**config.mk**
```make
export PLATFORM = sky130hd
export DESIGN_NAME = dcache_responder
export DESIGN_NICKNAME = d
export VERILOG_FILES = /design/src/rtl/dcache_pkg.sv /design/src/rtl/dcache_lane_align.sv /design/src/rtl/dcache_responder.sv
export SDC_FILE = /design/constraint.sdc
export NUM_CORES = 2
export LEC_CHECK = 0
export ABC_AREA = 0
export BUFFER_PORTS_ARGS = -buffer_cell sky130_fd_sc_hd__buf_2
export CAP_MARGIN = 5
export CORE_UTILIZATION = 45
export DETAILED_ROUTE_END_ITERATION = 10
export GPL_ROUTABILITY_DRIVEN = 0
export PLACE_DENSITY = 0.59
export SYNTH_ARGS = -nofsm -noshare
export SYNTH_HDL_FRONTEND = slang
export SYNTH_SLANG_ARGS = --single-unit
export TNS_END_PERCENT = 100
```
**constraint.sdc**
```tcl
create_clock -name CLK -period 9.2 [get_ports CLK]
set_input_delay 0.92 -clock CLK [delete_from_list [all_inputs] [get_ports CLK]]
set_output_delay 0.92 -clock CLK [all_outputs]
set_load 0.05 [all_outputs]
```
**src/rtl/dcache_pkg.sv**
```systemverilog
// Shared types and constants for the direct-mapped write-back data cache.
package dcache_pkg;
    localparam int DC_LINES = 8;
    localparam int DC_WORDS = 4;
    localparam int DC_IDX_W = $clog2(DC_LINES);
    localparam int DC_TAG_W = 28 - DC_IDX_W;

    typedef enum logic [1:0] {
        S_IDLE,
        S_WRITEBACK,
        S_ALLOCATE
    } state_t;

    localparam logic [2:0] F3_LB  = 3'b000;
    localparam logic [2:0] F3_LH  = 3'b001;
    localparam logic [2:0] F3_LW  = 3'b010;
    localparam logic [2:0] F3_LBU = 3'b100;
    localparam logic [2:0] F3_LHU = 3'b101;

    localparam logic [1:0] SZ_B = 2'b00;
    localparam logic [1:0] SZ_H = 2'b01;
    localparam logic [1:0] SZ_W = 2'b10;
endpackage

```
**src/rtl/dcache_lane_align.sv**
```systemverilog
// Combinational byte-lane logic: load extract/extend and store byte-merge on one 32-bit word.
module dcache_lane_align
    import dcache_pkg::*;
(
    input  logic [1:0]  byte_sel,
    input  logic [2:0]  funct3,
    input  logic [1:0]  size,
    input  logic [31:0] word,
    input  logic [31:0] store_data,
    output logic [31:0] load_data,
    output logic [31:0] merged
);
    logic [7:0]  lane_b;
    logic [15:0] lane_h;

    always_comb begin
        lane_b = word[8*byte_sel +: 8];
        lane_h = byte_sel[1] ? word[31:16] : word[15:0];
        case (funct3)
            F3_LB:   load_data = {{24{lane_b[7]}}, lane_b};
            F3_LH:   load_data = {{16{lane_h[15]}}, lane_h};
            F3_LW:   load_data = word;
            F3_LBU:  load_data = {24'h0, lane_b};
            F3_LHU:  load_data = {16'h0, lane_h};
            default: load_data = '0;
        endcase
    end

    always_comb begin
        merged = word;
        case (size)
            SZ_B: merged[8*byte_sel +: 8] = store_data[7:0];
            SZ_H: begin
                if (byte_sel[1]) merged[31:16] = store_data[15:0];
                else             merged[15:0]  = store_data[15:0];
            end
            SZ_W:    merged = store_data;
            default: ;
        endcase
    end
endmodule

```
**src/rtl/dcache_responder.sv**
```systemverilog
// Direct-mapped write-back/write-allocate data cache with block-wide refill port.
// Define DCACHE_STATS_EN to add HIT_COUNT/MISS_COUNT outputs.
module dcache_responder
    import dcache_pkg::*;
#(
    parameter int LINES = DC_LINES
) (
    input  logic         CLK,
    input  logic         RESET,
    input  logic [3:0]   memReadEn,
    input  logic [2:0]   memWriteEn,
    input  logic [31:0]  DATA_CACHE_ADDR,
    input  logic [31:0]  DATA_CACHE_DATA,
    output logic [31:0]  DATA_CACHE_READ_DATA,
    output logic         DATA_CACHE_BUSY_WAIT,
    output logic         MEM_READ,
    output logic         MEM_WRITE,
    output logic [27:0]  MEM_ADDR,
    output logic [127:0] MEM_WRITE_DATA,
    input  logic [127:0] MEM_READ_DATA,
    input  logic         MEM_BUSY_WAIT
`ifdef DCACHE_STATS_EN
    ,
    output logic [31:0]  HIT_COUNT,
    output logic [31:0]  MISS_COUNT
`endif
);
    localparam int IDX_W = $clog2(LINES);
    localparam int TAG_W = 28 - IDX_W;

    logic             rd_req, wr_req, req, hit, done;
    logic [IDX_W-1:0] idx;
    logic [TAG_W-1:0] tag;
    logic [1:0]       wsel;
    logic [31:0]      cur_word, load_data, merged;

    logic [LINES-1:0] valid, dirty;
    logic [TAG_W-1:0] tags   [LINES];
    logic [127:0]     blocks [LINES];

    state_t state, next_state;

    assign rd_req   = memReadEn[3];
    assign wr_req   = memWriteEn[2];
    assign req      = rd_req | wr_req;
    assign wsel     = DATA_CACHE_ADDR[3:2];
    assign idx      = DATA_CACHE_ADDR[IDX_W+3:4];
    assign tag      = DATA_CACHE_ADDR[31:IDX_W+4];
    assign hit      = valid[idx] && (tags[idx] == tag);
    assign cur_word = blocks[idx][32*wsel +: 32];
    assign done     = !MEM_BUSY_WAIT;

    dcache_lane_align u_align (
        .byte_sel   (DATA_CACHE_ADDR[1:0]),
        .funct3     (memReadEn[2:0]),
        .size       (memWriteEn[1:0]),
        .word       (cur_word),
        .store_data (DATA_CACHE_DATA),
        .load_data  (load_data),
        .merged     (merged)
    );

    always_ff @(posedge CLK or negedge RESET) begin
        if (!RESET) state <= S_IDLE;
        else        state <= next_state;
    end

    always_comb begin
        next_state = state;
        case (state)
            S_IDLE:      if (req && !hit) next_state = dirty[idx] ? S_WRITEBACK : S_ALLOCATE;
            S_WRITEBACK: if (done) next_state = S_ALLOCATE;
            S_ALLOCATE:  if (done) next_state = S_IDLE;
            default:     next_state = S_IDLE;
        endcase
    end

    // RESET gates the CPU-facing outputs so they drop while reset is held, even with a request present.
    always_comb begin
        MEM_READ             = (state == S_ALLOCATE);
        MEM_WRITE            = (state == S_WRITEBACK);
        MEM_ADDR             = '0;
        MEM_WRITE_DATA       = '0;
        if (state == S_WRITEBACK) begin
            MEM_ADDR       = {tags[idx], idx};
            MEM_WRITE_DATA = blocks[idx];
        end else if (state == S_ALLOCATE) begin
            MEM_ADDR       = {tag, idx};
        end
        DATA_CACHE_BUSY_WAIT = RESET && ((state != S_IDLE) || (req && !hit));
        DATA_CACHE_READ_DATA = (RESET && rd_req) ? load_data : '0;
    end

    always_ff @(posedge CLK or negedge RESET) begin
        if (!RESET) begin
            valid <= '0;
            dirty <= '0;
        end else if (state == S_ALLOCATE && done) begin
            valid[idx] <= 1'b1;
            dirty[idx] <= 1'b0;
        end else if (state == S_IDLE && wr_req && hit) begin
            dirty[idx] <= 1'b1;
        end
    end

    always_ff @(posedge CLK) begin
        if (state == S_ALLOCATE && done) begin
            tags[idx]   <= tag;
            blocks[idx] <= MEM_READ_DATA;
        end else if (state == S_IDLE && wr_req && hit) begin
            blocks[idx][32*wsel +: 32] <= merged;
        end
    end

`ifdef DCACHE_STATS_EN
    // The hit that completes a refilled access belongs to the miss already counted.
    logic retry_q;

    always_ff @(posedge CLK or negedge RESET) begin
        if (!RESET) begin
            retry_q    <= 1'b0;
            HIT_COUNT  <= '0;
            MISS_COUNT <= '0;
        end else begin
            retry_q <= (state == S_ALLOCATE) && done;
            if (state == S_IDLE && req) begin
                if (!hit)          MISS_COUNT <= MISS_COUNT + 32'd1;
                else if (!retry_q) HIT_COUNT  <= HIT_COUNT + 32'd1;
            end
        end
    end
`endif
endmodule

```
==> impl_metrics.tcl <==
set metrics [dict create \
    clock-root-buffer "clkbuf_16" \
    dieArea_um2 122000 \
    grt.total_usage_pct 33.1 \
    synth_warnings 0 \
    area_growth_pct 15.6 \
    place_ws_ns 2.29 \
    setup_violations 0 \
    first_global_vias 34600 \
    nets 4122 \
    cts_inserted_buffers 134 \
    fillerInstances 9786 \
    vias 36900 \
    power_leakage_nw 21.5 \
    min_path_type "in2async" \
    final_antenna_net_count 0 \
    wl_mm 205 \
    slowest_stage "nor3b_2" \
    avgSynthCellArea_um2 15.4 \
    cp_top_family "compound AO/OA/AOI/OAI gates" \
    synthesis.area_um2 54200 \
    cts_tree "built" \
    p_sw_mw 3.26 \
    end_kind "output pin" \
    clock_power_share_pct 41.1 \
    powerDensity_nw_per_um2 208 \
    slowest_delay_ns 1.23 \
    die_height_um 349 \
    ys_seq_area_share_pct 68.6 \
    crit_buf_inv 4 \
    pwr-share-seq_pct 48.6 \
    p_int_mw 9.80 \
    worstReg2RegStart "tags[2][23]" \
    hold_viol_final 0 \
    ir_drop_v 0.000183 \
    drt_iter0_markers 5045 \
    drive_gt1_share_pct 26.9 \
    status "completed" \
    rsz0062_at_grt "no" \
    critPathKind "in2out" \
    cts.clk_slew.worst_paths_ns 0.06 \
    cp_data_arrival_time_ns 6.28 \
    port-buffer-count 392 \
    cp_data_required_time_ns 8.28 \
    worst_slack_ns 2.00 \
    pin_count 393 \
    drc_errors 0 \
    wl_per_cell_um 36.4 \
    core_area_um2 119000 \
    start_util_pct 45.7 \
    fin_crit_sh_pct 78.3 \
    ys_ff_latch 1242 \
    p_sw_share_pct 24.9 \
    regToRegEndpoint "blocks[1][75]" \
    num_rows 126 \
    synthArstFlopShare_pct 1.45 \
    syn_inst 3526 \
    ff2ff_setup_slack_ns 4.36 \
    grt_pass1_wl_mm 278 \
    overflow 0 \
    grt_max_degree 111 \
    clk_path_buf_depth 3 \
    crit_fanout 110 \
    path_cells "buf_8 -> buf_12 -> nor3b_2 -> a22oi_1 -> a221oi_1 -> o2bb2ai_1 -> a2111oi_2 -> buf_4 -> nand2b_1 -> o21ai_0 -> buf_2" \
    max_slew.worst_pin.slew_ns 1.47 \
    skew_ns 0.0293 \
    max_clock_freq_mhz 139 \
    cts_hold_buf 0 \
    cts_resized 0 \
    cts_setup_buffers 0 \
    r2r_cells 10 \
    routed_via_density 6.57 \
    synth_ff_type "edfxtp_1" \
    critPathLaunchType "primary input" \
    slew_viol_final 0 \
    stdcell_count 5619 \
    antenna_found_initial 34 \
    synth-edff-count 1224 \
    min_period_ns 7.20 \
    combPwrFrac_pct 10.4 \
    dpl.hpwl_mm 133 \
    dr.pass1.iters 6 \
    clock_latency_ns 0.76 \
    htreeDepth 4 \
    synth_fp_nets 3738 \
    fin_setup_tns_ns 0 \
    die_w_um 349 \
    drv_cap 0 \
    clkSinkCount 1242 \
    relSlewSlack_pct 1.45 \
    synth_cell_types 81 \
    place_inst 5374 \
]
## synth_stat cells, drive strengths merged, types with 20 or more instances
library cell | count | area share, %
and2 | 57 | 0.66
a22o | 44 | 0.71
a221oi | 125 | 2.0
a221o | 48 | 0.89
a222oi | 24 | 0.44
o22ai | 23 | 0.27
nor2b | 46 | 0.53
o2bb2ai | 69 | 1.1
a21oi | 130 | 1.2
mux4 | 64 | 2.7
mux2i | 184 | 3.4
mux2 | 248 | 5.3
edfxtp | 1224 | 68
a22oi | 85 | 1.2
a31oi | 20 | 0.23
inv | 22 | 0.15
o21ai | 111 | 1.0
nand2 | 149 | 1.0
buf | 129 | 1.6
nand3 | 23 | 0.21
nor2 | 299 | 2.1
clkbuf | 136 | 0.94
## layout by cell type (no fill, tap or decap), drive strengths merged, types with 64 or more instances in the layout
cell	synthesis	layout
edfxtp	1224	1224
buf	129	512
nor2	299	299
mux2	248	248
mux2i	184	184
clkbuf	136	167
nand2	149	149
a21oi	130	130
a221oi	125	125
o21ai	111	111
a22oi	85	85
o2bb2ai	69	69
mux4	64	64
## power by group through the flow
stage | registers (mW) | logic [mW] | clock network (mW)
after detailed placement | 6.46 | 1.31 | 0
after CTS | 6.34 | 1.32 | 5.38
final | 6.34 | 1.35 | 5.36
after global placement | 6.46 | 1.31 | 0
after floorplan | 6.46 | 0.685 | 0
after global routing | 6.35 | 1.38 | 5.58
## worst max path at each step
stage                            start                       end  slack, ns  cells after the start
finish              DATA_CACHE_ADDR[6]   DATA_CACHE_READ_DATA[9]       2.00                     11
global placement    DATA_CACHE_ADDR[6]  DATA_CACHE_READ_DATA[13]       2.25                     11
CTS                 DATA_CACHE_ADDR[6]  DATA_CACHE_READ_DATA[13]       2.27                     11
detailed placement  DATA_CACHE_ADDR[6]  DATA_CACHE_READ_DATA[13]       2.29                     11
floorplan           DATA_CACHE_ADDR[6]              blocks[0][0]       3.90                     12
global route        DATA_CACHE_ADDR[6]  DATA_CACHE_READ_DATA[12]       2.15                     12
## per-stage QoR
| stage | util (%) | hold slack [ns] | instance area [µm²] | total power, mW |
|---|---|---|---|---|
| 2_1_floorplan | - | 0.427 | 54200 | 7.15 |
| 6_report | 52.8 | 0.181 | 62700 | 13.1 |
| 4_1_cts | 52.8 | 0.144 | 62600 | 13.0 |
| 5_1_grt | 52.8 | 0.175 | 62600 | 13.3 |
| 3_5_place_dp | 49.2 | 0.450 | 58400 | 7.78 |
| 3_3_place_gp | 49.1 | 0.447 | 58300 | 7.77 |
## area by class of cell
cell class                 count  area (µm²)  area share (%)
sequential                  1242       37200            59.4
inverter                      23        91.3           0.146
multi-input combinational   1996       16100            25.7
clock inverter                69         716            1.14
tap                         1600        2000            3.20
timing repair buffer         513        2960            4.72
clock buffer                 166        3560            5.68
antenna                       10        25.0          0.0399
## state kept, by name, summed over array words and instances (netlist names), named ones only
signal / cells
state: 2
valid: 8
tags: 200
blocks: 1024
## per-layer routing
| layer | GRT usage (%) | routed length, µm | up-vias |
|---|---|---|---|
| met5 | 0 | 113 | - |
| met4 | 15.5 | 10300 | 18 |
| met3 | 9.69 | 26000 | 491 |
| met2 | 49.1 | 90800 | 2717 |
| met1 | 44.9 | 77400 | 18800 |
| li1 | - | - | 14900 |
## logic make-up (layout without fill, tap and decap cells)
logic type / after synthesis / count (layout) / share of synthesized area [%]
AOI/OAI and AO/OA: 791 / 791 / 10.9
and+or+nand+nor: 674 / 674 / 5.82
other: 0 / 10 / 0
xor gates and xnor gates: 25 / 25 / 0.404
DFF: 1242 / 1242 / 68.6
buffers and inverters: 288 / 771 / 2.65
muxes: 496 / 496 / 11.4
adders and majority gates: 10 / 10 / 0.231
Power figures use the tool's default switching activity.
